==> src/rtl/pc_seq_pkg.sv <==
// pc_seq_pkg: shared encodings for the PC sequencer.
// pc_op codes for the control unit, debug FSM states.
package pc_seq_pkg;

    typedef enum logic [2:0] {
        OP_INC  = 3'd0,
        OP_BR   = 3'd1,
        OP_JMP  = 3'd2,
        OP_CALL = 3'd3,
        OP_RET  = 3'd4
    } pc_op_e;

    typedef enum logic [1:0] {
        ST_RUN  = 2'd0,
        ST_HALT = 2'd1,
        ST_STEP = 2'd2
    } pc_state_e;

endpackage

==> src/rtl/pc_ras.sv <==
// pc_ras: circular return-address stack, overwrites oldest when full.
// Ports: clk, reset (async), clear (sync), push, pop, din -> dout, empty, full.
module pc_ras #(
    parameter int ADDR_W    = 8,
    parameter int RAS_DEPTH = 4
) (
    input  logic              clk,
    input  logic              reset,
    input  logic              clear,
    input  logic              push,
    input  logic              pop,
    input  logic [ADDR_W-1:0] din,
    output logic [ADDR_W-1:0] dout,
    output logic              empty,
    output logic              full
);

    localparam int PW = $clog2(RAS_DEPTH);
    localparam int CW = $clog2(RAS_DEPTH + 1);

    logic [ADDR_W-1:0] mem [RAS_DEPTH];
    logic [PW-1:0]     wp;
    logic [PW-1:0]     wp_inc;
    logic [PW-1:0]     wp_dec;
    logic [CW-1:0]     cnt;

    // wp points at the next free slot; top of stack sits just below it
    always_comb begin
        wp_inc = (wp == PW'(RAS_DEPTH - 1)) ? '0 : wp + PW'(1);
        wp_dec = (wp == '0) ? PW'(RAS_DEPTH - 1) : wp - PW'(1);
    end

    assign dout  = mem[wp_dec];
    assign empty = (cnt == '0);
    assign full  = (cnt == CW'(RAS_DEPTH));

    always_ff @(posedge clk or posedge reset) begin
        if (reset) begin
            wp  <= '0;
            cnt <= '0;
        end else if (clear) begin
            wp  <= '0;
            cnt <= '0;
        end else if (push) begin
            wp <= wp_inc;
            if (!full)
                cnt <= cnt + CW'(1);
        end else if (pop && !empty) begin
            wp  <= wp_dec;
            cnt <= cnt - CW'(1);
        end
    end

    // contents need no reset: cnt governs what is valid
    always_ff @(posedge clk) begin
        if (push && !clear)
            mem[wp] <= din;
    end

endmodule

==> src/rtl/pc_sequencer.sv <==
// pc_sequencer: program counter with branch/jump/call/return and debug FSM.
// Ports: control (stall, pc_op, target), debug (dbg_*), pc/pc_next, RAS flags.
module pc_sequencer
    import pc_seq_pkg::*;
#(
    parameter int          ADDR_W     = 8,
    parameter int          RAS_DEPTH  = 4,
    parameter int unsigned RESET_ADDR = 0
) (
    input  logic              clk,
    input  logic              reset,
    input  logic              stall,
    input  logic [2:0]        pc_op,
    input  logic [ADDR_W-1:0] target,
    input  logic              dbg_enable,
    input  logic              dbg_step,
    input  logic              dbg_reset,
    output logic [ADDR_W-1:0] pc,
    output logic [ADDR_W-1:0] pc_next,
    output logic              ras_overflow,
    output logic              ras_underflow,
    output logic              dbg_halted
);

    localparam logic [ADDR_W-1:0] RST_PC = ADDR_W'(RESET_ADDR);

    pc_state_e         state_q;
    pc_state_e         state_d;
    logic              step_prev;
    logic              step_rise;
    logic              advance;
    logic              is_call;
    logic              is_ret;
    logic              ret_miss;
    logic              ras_push;
    logic              ras_pop;
    logic [ADDR_W-1:0] ras_dout;
    logic              ras_empty;
    logic              ras_full;

    assign step_rise  = dbg_step & ~step_prev;
    assign dbg_halted = (state_q != ST_RUN);

    // RUN also needs dbg_enable so the edge leaving RUN does not advance
    assign advance = ((state_q == ST_RUN) & dbg_enable & ~stall) |
                     ((state_q == ST_STEP) & ~stall);

    always_comb begin
        state_d = state_q;
        unique case (state_q)
            ST_RUN: begin
                if (!dbg_reset && !dbg_enable)
                    state_d = ST_HALT;
            end
            ST_HALT: begin
                if (!dbg_reset) begin
                    if (dbg_enable)
                        state_d = ST_RUN;
                    else if (step_rise)
                        state_d = ST_STEP;
                end
            end
            ST_STEP: begin
                if (dbg_reset || !stall)
                    state_d = ST_HALT;
            end
            default: state_d = ST_HALT;
        endcase
    end

    always_comb begin
        pc_next  = pc + ADDR_W'(1);
        is_call  = 1'b0;
        is_ret   = 1'b0;
        ret_miss = 1'b0;
        case (pc_op)
            OP_BR:   pc_next = pc + target;
            OP_JMP:  pc_next = target;
            OP_CALL: begin
                pc_next = target;
                is_call = 1'b1;
            end
            OP_RET: begin
                if (ras_empty) begin
                    ret_miss = 1'b1;
                end else begin
                    pc_next = ras_dout;
                    is_ret  = 1'b1;
                end
            end
            default: ;
        endcase
    end

    assign ras_push = advance & is_call & ~dbg_reset;
    assign ras_pop  = advance & is_ret & ~dbg_reset;

    pc_ras #(
        .ADDR_W    (ADDR_W),
        .RAS_DEPTH (RAS_DEPTH)
    ) u_ras (
        .clk   (clk),
        .reset (reset),
        .clear (dbg_reset),
        .push  (ras_push),
        .pop   (ras_pop),
        .din   (pc + ADDR_W'(1)),
        .dout  (ras_dout),
        .empty (ras_empty),
        .full  (ras_full)
    );

    always_ff @(posedge clk or posedge reset) begin
        if (reset) begin
            state_q   <= ST_HALT;
            step_prev <= 1'b0;
        end else begin
            state_q   <= state_d;
            step_prev <= dbg_step;
        end
    end

    always_ff @(posedge clk or posedge reset) begin
        if (reset) begin
            pc            <= RST_PC;
            ras_overflow  <= 1'b0;
            ras_underflow <= 1'b0;
        end else if (dbg_reset) begin
            pc            <= RST_PC;
            ras_overflow  <= 1'b0;
            ras_underflow <= 1'b0;
        end else if (advance) begin
            pc <= pc_next;
            if (is_call && ras_full)
                ras_overflow <= 1'b1;
            if (ret_miss)
                ras_underflow <= 1'b1;
        end
    end

endmodule

==> config.mk <==
export PLATFORM = sky130hd
export DESIGN_NAME = pc_sequencer
export DESIGN_NICKNAME = d
export VERILOG_FILES = /design/src/rtl/pc_seq_pkg.sv /design/src/rtl/pc_ras.sv /design/src/rtl/pc_sequencer.sv
export SDC_FILE = /design/constraint.sdc
export NUM_CORES = 1
export LEC_CHECK = 0
export CORE_MARGIN = 1
export CORE_UTILIZATION = 50
export CTS_CLUSTER_DIAMETER = 80
export DETAILED_ROUTE_END_ITERATION = 10
export PLACE_DENSITY = 0.82
export SLEW_MARGIN = 30
export SYNTH_ARGS = -nofsm -noshare
export SYNTH_HDL_FRONTEND = slang
export SYNTH_SLANG_ARGS = --single-unit
export TNS_END_PERCENT = 5
==> constraint.sdc <==
create_clock -name clk -period 4.4 [get_ports clk]
set_clock_uncertainty 0.15 [all_clocks]
set_input_delay 0.66 -clock clk [delete_from_list [all_inputs] [get_ports clk]]
set_output_delay 0.66 -clock clk [all_outputs]
set_load 0.005 [all_outputs]
; ---- Word level (Yosys, flattened, before mapping)
; Memory sizes are Yosys's and may differ from the RTL's.
; Cells that the tools add are included.
[totals]
in_bits = 17
wordCells = 93
latch_bits = 0
register_bits = 18
mem_bits_ro = 0
ram_bits = 32
output_inout_bits = 19
memories = 1
[op_classes]
muxes = 32
n_lt_le_gt_ge = 0
n_mul = 0
eq_ne = 13
shifts = 0
addsub = 6
bitwise = 12
n_div = 0
n_reduce_logical = 22
[memory_table]
columns = name, depth, word_bits, read_ports, rd_clocked_by_memory_dff, write_ports, line
row1 = u_ras.mem, 4, 8, 1, 0, 1, pc_ras.sv:21  ; logic [ADDR_W-1:0] mem [RAS_DEPTH];
[op_table]
columns = operator, n
row1 = 8-bit two-way mux, 3
row2 = 8-bit case mux with 3 select lines, 1
row3 = 2-bit two-way mux, 10
row4 = 1-bit two-way mux, 13
row5 = 3-bit two-way mux, 4
row6 = "8-bit by 1-bit adder with 8-bit output, second input constant", 1
row7 = 8-bit adder, 1
row8 = 1-bit bitwise AND, 8
row9 = 2-bit nonzero test, 4
row10 = "3-bit by 2-bit equality test with 1-bit output, second input constant", 2
row11 = "3-bit equality test, second input constant", 2
row12 = "3-bit inequality test, second input constant", 2
row13 = 2-bit case mux with 3 select lines, 1
row14 = 2-bit AND reduction, 3
row15 = "2-bit equality test, second input constant", 2
row16 = 1-bit logical AND, 4
row17 = 1-bit logical NOT, 4
row18 = 2-bit logical NOT, 2
row19 = "2-bit by 1-bit inequality test with 1-bit output, second input constant", 2
row20 = 4-bit AND reduction, 1
row21 = "3-bit by 1-bit adder with 3-bit output, second input constant", 1
row22 = "3-bit by 1-bit equality test with 1-bit output, second input constant", 1
row23 = 3-bit logical NOT, 1
row24 = 1-bit inverter, 3
row25 = 9 further kinds, 9

; ---- Longest topological paths before layout
; Gate-level depths: netlist of run 1.
[depth]
word_depth = 10
ltp_mapped = 8
mapped_depth_nobuf = 8

; ---- By module
; From an unflattened synthesis of run 1, not the netlist that was laid out.
[hier_totals]
hier_cells = 278
area_unflattened_um2 = 3096.7
[modules_own_cells]
columns = mod, cells_per_inst, n_inst, seq_area_each_um2, area_each_um2
row1 = pc_ras, 100, 1, 1086.0, 1654.1
row2 = pc_sequencer, 178, 1, 326.6, 1442.6

; ---- Least setup slack after synthesis of run 1
; OpenSTA, ideal clock, no wires.
[synth_path]
kind = input port to output port
start = input port target[0]
end = output port pc_next[6]
required_ns = 3.590
arrival_time_ns = 2.119
cell_stages = 8
slack_ns = 1.471
cell_sequence = ha_1 > inv_1 > fa_1 > nand2b_1 > a21oi_1 > mux2i_1 > a22oi_1 > a31o_2
[synth_between]
elab_chain_len = 2
[synth_rtl]
columns = item, line
row1 = "start, declared", pc_sequencer.sv:14  ; input logic [ADDR_W-1:0] target,
row2 = 8-bit adder, pc_sequencer.sv:77  ; OP_BR: pc_next = pc + target;
row3 = 8-bit case mux with 3 select lines, pc_sequencer.sv:76  ; case (pc_op)
row4 = "end, declared", pc_sequencer.sv:19  ; output logic [ADDR_W-1:0] pc_next,
; No other way between the ends.

; ---- Worst setup path in the final report of run 1
; Same ends and word-level chain as after synthesis.

==> results of run 1 <==
## state kept, by name, indices dropped and copies added, names as in the netlist
register,cells
pc,8
ras_overflow,1
ras_underflow,1
state_q,2
step_prev,1
u_ras.cnt,3
u_ras.mem,32
u_ras.wp,2
## cells by family (layout without fill, tap and decap cells)
family                   Yosys count  after routing  synth area share
AO/OA/AOI/OAI                     60             60             0.150
flip-flops                        50             50             0.494
AND/OR/NAND/NOR                   71             71             0.134
multiplexers                      11             11            0.0736
adder cells (fa/ha/maj)           14             14            0.0665
buffers and inverters             26             66            0.0447
XOR/XNOR                          12             12            0.0368
## area by class of cell
cell class,count,area [um^2]
Timing Repair Buffer,41,395
Tap cell,72,90.1
Multi-Input combinational cell,168,1320
Clock buffer,5,68.8
Clock inverter,3,26.3
Sequential cell,50,1410
Inverter,17,63.8
Fill cell,430,2130
## how the worst max path moves through the flow
stage / startpoint / endpoint / slack, ps / depth (start not counted)
2_1_floorplan: target[0] / pc_next[6] / 1470 / 8
3_3_place_gp: target[0] / pc_next[6] / 350 / 10
3_5_place_dp: target[0] / pc_next[6] / 300 / 10
4_1_cts: target[0] / pc_next[6] / 290 / 10
5_1_grt: target[0] / pc_next[6] / 180 / 10
6_report: target[0] / pc_next[6] / 260 / 10
## critical path: stages
cell	delay, ps
clkdlybuf4s50_1	510
ha_1	220
inv_1	70
fa_1	390
nand2b_1	190
a21oi_1	260
mux2i_1	230
a22oi_1	130
a31o_2	240
clkdlybuf4s50_1	430
## power by group through the flow
stage	Sequential (uW)	Clock, uW	Combinational (uW)
after detailed placement	531	0	162
after CTS	521	297	163
after floorplan	528	0	94.4
after global placement	531	0	158
after global routing	523	316	179
final	522	287	164
## cells in the final DEF, fill, tap and decap left out, types with 2 or more instances in the layout
cell	n
nor3_1	7
clkbuf_8	5
ha_1	12
nand2_1	14
fa_1	2
o31ai_1	2
nor2b_1	2
o22ai_1	4
inv_6	2
nand2b_1	4
a221oi_1	2
a31o_2	2
mux4_2	8
nor2_1	20
xor2_1	5
inv_1	17
xnor2_1	7
clkdlybuf4s50_1	35
and2_1	5
mux2i_1	3
a311oi_1	2
edfxtp_1	32
a21oi_1	11
a221o_2	2
nand3_1	5
dfrtp_1	17
o21ai_0	12
o21a_1	5
a211oi_1	2
buf_4	6
a222oi_1	4
## synth_stat cells (3+ instances only)
cell	count	share of area
nand2b_1	4	0.0088
nand3_1	5	0.0088
and2_1	5	0.011
o21ai_0	12	0.021
a21oi_1	11	0.019
o22ai_1	4	0.0088
xnor2_1	7	0.021
dfrtp_1	17	0.15
o21a_1	5	0.013
nand2_1	14	0.018
xor2_1	5	0.015
clkbuf_1	4	0.0053
nor2_1	20	0.026
ha_1	12	0.053
mux4_2	8	0.063
edfxtp_1	32	0.34
inv_1	17	0.022
mux2i_1	3	0.011
a222oi_1	4	0.014
nor3_1	7	0.012
## per-stage QoR
| stage | area (um^2) | setup WS [ps] | util | total power, uW | instances |
|---|---|---|---|---|---|
| 2_1_floorplan | 2860 | 1470 | - | 623 | 244 |
| 3_3_place_gp | 3280 | 346 | 0.596 | 689 | 348 |
| 3_5_place_dp | 3280 | 303 | 0.596 | 693 | 348 |
| 4_1_cts | 3370 | 289 | 0.613 | 982 | 356 |
| 5_1_grt | 3370 | 185 | 0.613 | 1020 | 356 |
| 6_report | 3370 | 262 | 0.613 | 973 | 356 |
## routing by layer
| metal | wire, um | share of wire | vias up | track usage |
|---|---|---|---|---|
| li1 | - | - | 995 | - |
| met1 | 2750 | 0.43 | 1028 | 0.301 |
| met2 | 3110 | 0.49 | 92 | 0.370 |
| met3 | 405 | 0.063 | 13 | 0.0541 |
| met4 | 120 | 0.019 | 0 | 0.0943 |
| met5 | 0 | 0 | - | 0 |
==> run metrics, run 1 <==
hold path start ras_overflow; normalized max-slew margin 0.489; WL final 6.39 mm; clk sinks 50; Iter 0 DRT Violations around 240; Via Count between 2000 and 2500; Die H just under 80 um; Root Buffer clkbuf_8; Internal a little over 700 uW; worst r2r src u_ras.wp[0]; # hold bufs at CTS 0; Crit Path Max Fanout 3; clock share of power 0.295; maximum VDD drop approximately 0.19 mV; total CTS buffers 5; Die W 77.6 um; CP arrival roughly 3300 ps; critical path class in2out; fin crit period a little over 4000 ps; Async S/R FF share, synth 0.360; Core Area between 5000 and 6000 um^2; CTS max path bufs 2; Net Sw Frac 0.270; maximum achievable frequency 242 MHz; EDFF count, synth 32; Switching Power roughly 260 uW; vias per inst around 6; largest net degree at the start of global routing 19; grt ovf 0; fraction of layout instances using a drive strength above 1 0.123; setup tns final 0 ps; Post-Syn Instances between 200 and 250; input/output buffers 35; smallest hold slack roughly 370 ps; clock slew at reported path FFs 100 ps; status complete, no violations; antenna violations before repair 0; drt first pass iters 7; Yosys reg bits 50; Cell variety after synth 59; area grow syn2layout 18.1%; IO Pins 36; Skew-Pair Late Insertion Delay approximately 310 ps; RD Place Congestion 0.884; RSZ-0062 raised after global routing false; syn_nets roughly 280; fin crit share 0.941; wire per inst roughly 18 um; first-pass GRT wire length 10.4 mm; die area ~6000 um^2; sequential share of power 0.536; CTS tree built; Synthesis Warnings 0; setup slack, reg-to-reg approximately 1700 ps; WHS Path Cells 2; PwrDens 288 nW/um^2; R2R Path End pc[3]; post-route ant nets 0; Crit path required time ~3600 ps; Starting Density 0.519; Setup-failing EPs final 0; htree depth 2; Slew Limit Fails 0; Slew @ Worst Pin 762 ps; syn_area_per_cell around 12 um^2; Worst setup EP type output port; Hold Vio Cnt, Final 0; combinational share of power 0.168; startpoint types input pin; num rows 27; sequential area share after synthesis 0.494; GRT Overall Usage 0.231; Leak 0.00127 uW; # resized after CTS 0; Max Cap Violations 0; Nets between 300 and 400; vias in the first global route between 2000 and 2500; Remaining DRCs 0; hold endpoint ras_overflow; Cell Area, Synth 2860 um^2; R2R depth 7; Diodes inserted 0; post-CTS setup buffer count 0; Hold Path Class reg2reg; main flop type after synthesis edfxtp_1; DP Wirelength 4.66 mm
(Power assumes the default switching activity.)
==> run 2: changes to the inputs <==
--- a/config.mk
+++ b/config.mk
@@ -9,9 +9,10 @@
 export CORE_UTILIZATION = 50
 export CTS_CLUSTER_DIAMETER = 80
 export DETAILED_ROUTE_END_ITERATION = 10
-export PLACE_DENSITY = 0.82
+export PLACE_DENSITY = 0.81
 export SLEW_MARGIN = 30
 export SYNTH_ARGS = -nofsm -noshare
 export SYNTH_HDL_FRONTEND = slang
+export SYNTH_HIERARCHICAL = 1
 export SYNTH_SLANG_ARGS = --single-unit
 export TNS_END_PERCENT = 5
==> run 2 against run 1 <==
Sequential share of layout area fell by 2.5 points; synthesized cell count up 14%; worst setup slack improved by 240 ps; non-clock buffer count did not move; via count is 10% higher; routed wire length up 6.1%; area after synthesis increased by 8.4%; critical path type unchanged.
==> run metrics, run 2 <==
first-pass GRT wire length between 10 and 15 mm; dominant cell type by area after synthesis edfxtp_1; fraction of layout instances using a drive strength above 1 0.101; WHS Path Cells 2; htree depth 2; setup slack, reg-to-reg around 1400 ps; normalized max-slew margin 0.354; Core Area 5960 um^2; area grow syn2layout 16.0%; max reg flops 32; Slew @ Worst Pin 962 ps; Synth area leaders edfxtp_1, dfrtp_1, ha_1, mux2i_1, mux4_2; CTS max path bufs 2; Skew-Pair Late Insertion Delay 320 ps; maximum achievable frequency between 200 and 300 MHz; Iter 0 DRT Violations roughly 130; CTS tree built; Slew Limit Fails 0; Post-Syn Instances 278; Yosys reg bits 50; Setup-failing EPs final 0; grt ovf 0; vias per inst around 6.0; Cell Area, Synth 3100 um^2; Hold Vio Cnt, Final 0; EDFF count, synth 32; syn_area_per_cell about 11 um^2; status complete, no violations; Crit Path Max Fanout 3; Cell variety after synth just under 70; most common cell in the synthesized netlist edfxtp_1; startpoint types input pin; Hold Path Class reg2reg; Final WS setup ~500 ps; syn_nets 309; Nets around 350; clock slew at reported path FFs ~100 ps; total CTS buffers 5; smallest hold slack 358 ps; drt first pass iters 4; Top reg by flops u_ras/mem; setup tns final 0 ps; most frequent cells in the layout clkdlybuf4s50_1, edfxtp_1, nand2_1; Via Count around 2300; Leak 0.00141 uW; PwrDens 268 nW/um^2; Die H a little over 80 um; Remaining DRCs 0; Crit path required time between 3000 and 4000 ps; synth cell count leaders edfxtp_1, nand2_1, dfrtp_1, inv_1, nor2_1; hold endpoint ras_underflow; biggest regs u_ras/mem: 32 flops, pc: 8 flops, u_ras/cnt: 3 flops; antenna violations before repair 0; DP Wirelength between 5 and 6 mm; pre-CTS setup slack roughly 560 ps; Diodes inserted 0; die area 6510 um^2; post-CTS setup buffer count 0; maximum VDD drop between 0.15 and 0.2 mV; sequential area share after synthesis 0.456; Die W 80.7 um; post-route ant nets 0; hold path start ras_underflow; fin crit share 0.886; RSZ-0062 raised after global routing false; CP arrival between 3000 and 4000 ps; input/output buffers 35; most common cell after layout, fill and taps aside clkdlybuf4s50_1; critical path class in2out; fin crit period between 3000 and 4000 ps; Worst setup EP type output port; clk sinks 50; worst r2r src u_ras/cnt[2]; Async S/R FF share, synth 0.360; main flop type after synthesis edfxtp_1; largest net degree at the start of global routing 19; Starting Density 0.520; R2R depth 6; Yosys top cell area share 0.310; vias in the first global route between 2000 and 2500; Max Cap Violations 0; Root Buffer clkbuf_8; WL final 6.77 mm; # resized after CTS 0; R2R Path End u_ras/cnt[2]; wire per inst 17.3 um; RD Place Congestion a little under 0.9; GRT Overall Usage 0.223; IO Pins 36; num rows 28; # hold bufs at CTS 0; Synthesis Warnings 6
-- run 2: cell families (layout without fill, tap and decap cells) --
logic type | after synthesis | in the layout | synth area share
and+or+nand+nor | 87 | 87 | 0.156
AOI/OAI and AO/OA | 74 | 74 | 0.173
DFF | 50 | 50 | 0.456
buffers and inverters | 28 | 66 | 0.0505
muxes | 15 | 15 | 0.0752
adders and majority gates | 14 | 14 | 0.0614
xor gates and xnor gates | 10 | 10 | 0.0283
-- run 2: area by class of cell --
cell class / count / area, um^2
tap: 75 / 93.8
inverter: 17 / 63.8
clock buffer: 5 / 68.8
clock inverter: 3 / 28.8
timing repair buffer: 41 / 395
sequential: 50 / 1410
fill: 486 / 2360
multi-input combinational: 200 / 1530
-- run 2: worst max path at each step --
stage	from	endpoint	slack, ps	cells after the start
floorplan	dbg_enable	u_ras/mem[0][0]	1530	7
CTS	target[0]	pc_next[1]	560	8
detailed placement	target[0]	pc_next[1]	560	8
finish	target[0]	pc_next[6]	500	10
global placement	target[0]	pc_next[1]	580	8
global route	target[0]	pc_next[6]	380	10
-- run 2: critical path: stages --
cell and delay, ps:
clkdlybuf4s50_1 520, ha_1 210, inv_1 70, fa_1 410
nor2b_1 160, o31ai_1 130, mux2i_1 150, nor3_1 280
inv_1 60, clkdlybuf4s50_1 440
-- run 2: report_power, final --
part / leakage, uW / switching [uW] / internal [uW]
registers: 0.000541 / 9.87 / 508
logic: 0.000823 / 77.4 / 77.0
clock network: 0.0000502 / 174 / 118
total: 0.00141 / 261 / 703
-- run 2: layer usage --
metal,track usage,part of all wire
met5,0,0
met4,0.0696,0.013
met3,0.0318,0.040
met2,0.364,0.49
met1,0.306,0.46
-- run 2: metrics by stage --
step	total power, uW	instance area (um^2)	instances	utilization
4_1_cts	966	3590	391	0.603
5_1_grt	999	3590	391	0.603
3_5_place_dp	681	3490	383	0.587
3_3_place_gp	677	3490	383	0.587
6_report	964	3590	391	0.603
2_1_floorplan	615	3100	278	-
==> RTL change 1, RTL diff (flow settings as in run 1) <==
Re-encode `pc_state_e` (3 states) as one-hot, 3 bits wide.
--- a/src/rtl/pc_seq_pkg.sv
+++ b/src/rtl/pc_seq_pkg.sv
@@ -10,10 +10,10 @@
         OP_RET  = 3'd4
     } pc_op_e;
 
-    typedef enum logic [1:0] {
-        ST_RUN  = 2'd0,
-        ST_HALT = 2'd1,
-        ST_STEP = 2'd2
+    typedef enum logic [2:0] {
+        ST_RUN  = 3'b001,
+        ST_HALT = 3'b010,
+        ST_STEP = 3'b100
     } pc_state_e;
 
 endpackage
Function: no difference found for any inputs over 4 cycles, from zero or initial values and one cycle with reset high; so few cycles prove little.
==> RTL change 1 against run 1 <==
- cell area is 2.9% higher
- synthesized area rose by 3.2%
- clock power is 15% higher
- total power grew 22%
- count of clock-buffer cells in the layout increased by 1
- routed wire length rose by 12%
- worst setup slack gained 0.069 ns
- sequential cell count rose by 1
- largest cell class unchanged
- highest routed layer unchanged
==> RTL change 1: results (changes against run 1) <==
| Metric | Value |
|---|---|
| Post-synth top cells | 32 x edfxtp_1, 20 x nor2_1, 18 x dfrtp_1 |
| First-pass GRT wire length | 11.5 mm (+11%) |
| Hold Path Class | reg -> reg |
| Area contributors post-synth | edfxtp_1 33%, dfrtp_1 15%, mux4_2 6.1% |
| Post-synth EDFFs | 32 (unchanged) |
| DR iter-0 viols | 232 (-1.7%) |
| Routed WL | 7.17 mm (+12%) |
| Seq/Total Area, Yosys | 48.7% (-0.68 points) |
| Vias/cell | 6.36 (+6.5%) |
| Synth Area in Compound Gates | 17.3% (+2.3 points) |
| Largest net degree at the start of global routing | 20 (+1) |
| Maximum VDD drop | 0.164 mV (-12%) |
| Gpl congestion | 0.894 (+1.2%) |
| Tot GR Track Use | 25.0% (+1.9 points) |
| Instance count of the mapped netlist | 260 (+6.6%) |
| Biggest regs | u_ras.mem: 32 flops, pc: 8 flops |
| Fin nets | 326 (+3.8%) |
| Status | complete, no violations |
| Area share of fa/ha/maj cells after synthesis | 6.45% (-0.21 points) |
| Non-filler cells, final | 368 (+3.4%) |
| Relative slew slack | 43.9% (-4.9 points) |
| Ys async rst share | 37.3% (+1.3 points) |
| Yosys cell types | 63 (+6.8%) |
| XOR/XNOR Fraction of Synth Area | 2.08% (-1.6 points) |
| Router iterations before antenna repair | 5 (-2) |
| Fillers | 458 (+6.5%) |
| Share of post-route cells with drive strength above 1 | 9.12% (-3.2 points) |
| Placed Area | 3360 um2 (+2.4%) |
| Post-DP HPWL | 5.26 mm (+13%) |
| Vias in the first global route | 2292 (+7.1%) |
| LEAKAGE | 1.30 nW (+2.7%) |
| Inst Count DP | 360 (+3.4%) |
RTL change 1: power breakdown:
part | total (mW) | switching [mW] | internal (mW)
sequential | 0.575 | 0.0330 | 0.542
clock | 0.330 | 0.158 | 0.172
combinational | 0.283 | 0.150 | 0.133
total | 1.19 | 0.341 | 0.847
RTL change 1: worst paths after layout:
path | cells after the start | from | slack, ns | end
min in group asynchronous | 2 | reset | 0.66 | pc[1]$_DFFE_PP0P_
setup / recovery | 9 | target[0] | 0.33 | pc_next[6]
max in group asynchronous | 2 | reset | 2.92 | pc[4]$_DFFE_PP0P_
hold reg to reg | 2 | ras_overflow$_DFFE_PP0P_ | 0.39 | ras_overflow$_DFFE_PP0P_
setup reg to reg | 6 | u_ras.wp[0]$_DFFE_PP0P_ | 1.53 | pc[3]$_DFFE_PP0P_
hold / removal | 2 | ras_overflow$_DFFE_PP0P_ | 0.39 | ras_overflow$_DFFE_PP0P_
RTL change 1: critical path, cell delays in order:
cell and delay, ns:
clkdlybuf4s50_1 0.44, ha_1 0.27, fa_1 0.44, a211oi_1 0.27
nor2_1 0.11, mux2i_1 0.15, o31ai_1 0.32, nand2_1 0.13
clkdlybuf4s50_1 0.46
RTL change 1: cell families after synthesis:
group | after synthesis
AO/OA/AOI/OAI | 71
XOR/XNOR | 7
adder cells (fa/ha/maj) | 14
buffers and inverters | 22
flip-flops | 51
multiplexers | 9
AND/OR/NAND/NOR | 86
RTL change 1: area by class of cell:
type                    count  area (um2)  share of cell area [%]
clock buffers               6        72.6                    2.09
well taps                  72        90.1                    2.60
repair buffers             38         373                    10.7
inverters                  12        45.0                    1.30
multi-input cells         187        1410                    40.7
clock inverters             2        38.8                    1.12
flip-flops and latches     51        1440                    41.4
RTL change 1: per-stage QoR:
step	power, mW	util [%]	setup WS, ns
after floorplan	0.747	-	1.47
after global placement	0.851	59.9	0.440
after detailed placement	0.864	59.9	0.403
after CTS	1.19	61.9	0.375
after global routing	1.25	61.9	0.213
final	1.19	61.9	0.331
RTL change 1: layer usage:
metal	routed length [um]	global-route usage [%]
met1	2800	31.1
met2	3540	41.1
met3	629	5.75
met4	201	11.9
met5	0	0
==> RTL change 2, RTL diff (flow settings as in run 1) <==
Made on the original files. `RAS_DEPTH` is set to 4 in 2 places; all go to 2.
--- a/src/rtl/pc_ras.sv
+++ b/src/rtl/pc_ras.sv
@@ -2,7 +2,7 @@
 // Ports: clk, reset (async), clear (sync), push, pop, din -> dout, empty, full.
 module pc_ras #(
     parameter int ADDR_W    = 8,
-    parameter int RAS_DEPTH = 4
+    parameter int RAS_DEPTH = 2
 ) (
     input  logic              clk,
     input  logic              reset,
--- a/src/rtl/pc_sequencer.sv
+++ b/src/rtl/pc_sequencer.sv
@@ -4,7 +4,7 @@
     import pc_seq_pkg::*;
 #(
     parameter int          ADDR_W     = 8,
-    parameter int          RAS_DEPTH  = 4,
+    parameter int          RAS_DEPTH  = 2,
     parameter int unsigned RESET_ADDR = 0
 ) (
     input  logic              clk,
Check against the original RTL: not equivalent (Yosys sat finds a counterexample within 10 cycles, from zero or initial values and one cycle with reset high).
==> RTL change 2 against run 1 <==
- worst setup slack better by 0.17 ns
- synthesized area is 26% lower
- routed wire length is 11% lower
- non-clock buffer count is 1 higher
- register-to-register slack better by 0.21 ns
- die area is 26% lower
- maximum frequency is 4.3% higher
- total power is 17% lower
- cell area is 22% lower
- sequential cell count is 18 lower
- critical endpoint is now pc_next[7]
==> RTL change 2: results (changes against run 1) <==
| Metric | Value |
|---|---|
| Signal buf overhead | 15.2% (+3.5 points) |
| Biggest regs | u_ras.mem: 16 flops, pc: 8 flops |
| #MultiIn Comb | 172 (+2.4%) |
| Gpl congestion | 0.939 (+6.3%) |
| Met2 wire len | 2.73 mm (-12%) |
| Seq/Total Area, Yosys | 41.9% (-7.5 points) |
| Number of non-clock buffers in the layout | 42 (+2.4%) |
| Area contributors post-synth | edfxtp_1 23%, dfrtp_1 18%, nor2_1 5.3% |
| Die ar. | 4470 um2 (-26%) |
| Syn nets | 245 (-11%) |
| Vias/cell | 6.16 (+3.1%) |
| Non-clk invs | 6 (-11) |
| DR iter-0 viols | 168 (-29%) |
| Non-filler cells, final | 310 (-13%) |
| Clk pin slew, worst setup/hold paths | 0.07 ns (-0.03 ns) |
| Layout clock buffer count | 6 (+1) |
| R2R setup slack | 1.92 ns (+0.21 ns) |
| Max reg flops | 16 (-50%) |
| Final clock-cell share | 4.40% (+1.6 points) |
| Ys async rst share | 50.0% (+14 points) |
| Hold Slack | 0.350 ns (-0.0238 ns) |
| Instance count of the mapped netlist | 219 (-10%) |
| Area occupied by multi-input gates | 1160 um2 (-12%) |
| Post-DP HPWL | 3.98 mm (-15%) |
| Routed WL per cell | 18.4 um (+2.8%) |
| CTS-repair resized insts | 0 (unchanged) |
| Storage cell area | 882 um2 (-38%) |
| Met3 wire length | 435 um (+7.4%) |
| Clock tree sinks | 32 (-36%) |
| Worst slack at placement | 0.431 ns (+0.128 ns) |
| Synth Flop Type | edfxtp_1 |
| Relative slew slack | 49.9% (+1.0 points) |
| Worst path arrival time | 3.16 ns (-0.17 ns) |
| M1 WL | 2.41 mm (-12%) |
| Met3 GRT Util | 4.45% (-0.96 points) |
| Maximum VDD drop | 0.221 mV (+19%) |
| Post-synth top cells | 30 x nor2_1, 16 x edfxtp_1, 16 x nand2_1 |
| Fin nets | 285 (-9.2%) |
| Router iterations before antenna repair | 4 (-3) |
| Tcrit/Tclk final | 90.1% (-3.9 points) |
| Worst skew pair latency | 0.29 ns (-0.02 ns) |
| Crit Path Max Fanout | 4 (+1) |
| Tot GR Track Use | 28.5% (+5.4 points) |
| Placed Area | 2530 um2 (-23%) |
| Inst Count DP | 302 (-13%) |
| LEAKAGE | 1.04 nW (-18%) |
| Met1 Use GR | 37.5% (+7.5 points) |
| Largest net degree at the start of global routing | 19 (unchanged) |
| PD cells | 304 nW/um2 (+5.6%) |
| Status | complete, no violations |
| Count leader, synth | nor2_1 |
| Share of post-route cells with drive strength above 1 | 9.23% (-3.1 points) |
| Post-synth EDFFs | 16 (-50%) |
| GRT met2 Usage | 44.1% (+7.1 points) |
| Vias in the first global route | 1742 (-19%) |
==> RTL change 2: logic make-up (layout without fill, tap and decap cells) <==
logic type | count (synthesis) | count (layout) | share of synthesized area (%)
AOI/OAI and AO/OA | 55 | 55 | 18.5
buffers and inverters | 15 | 56 | 3.15
DFF | 32 | 32 | 41.9
adders and majority gates | 9 | 9 | 5.70
and+or+nand+nor | 87 | 87 | 21.3
xor gates and xnor gates | 12 | 12 | 4.99
muxes | 9 | 9 | 4.46
==> RTL change 2: worst register-to-register path: cells and delay by family (launching register included) <==
family | cells | cell delay (ns)
xor gates and xnor gates | 1 | 0.09
DFF | 1 | 0.49
AOI/OAI and AO/OA | 4 | 0.93
adders and majority gates | 2 | 0.72
==> RTL change 2: final timing paths <==
path | start | end | cells past startpoint
min reg2reg | ras_overflow$_DFFE_PP0P_ | ras_overflow$_DFFE_PP0P_ | 2
max in group asynchronous | reset | pc[5]$_DFFE_PP0P_ | 2
min | ras_overflow$_DFFE_PP0P_ | ras_overflow$_DFFE_PP0P_ | 2
max reg2reg | pc[0]$_DFFE_PP0P_ | pc[4]$_DFFE_PP0P_ | 7
max | target[1] | pc_next[7] | 8
min in group asynchronous | reset | state_q[1]$_DFFE_PP0P_ | 2
==> RTL change 2: power breakdown <==
| group | internal [mW] | switching, mW | leakage, nW | total (mW) |
|---|---|---|---|---|
| Sequential | 0.324 | 0.0160 | 0.363 | 0.340 |
| Combinational | 0.0839 | 0.0837 | 0.614 | 0.168 |
| Clock | 0.182 | 0.114 | 0.0588 | 0.297 |
| Total | 0.591 | 0.214 | 1.04 | 0.805 |
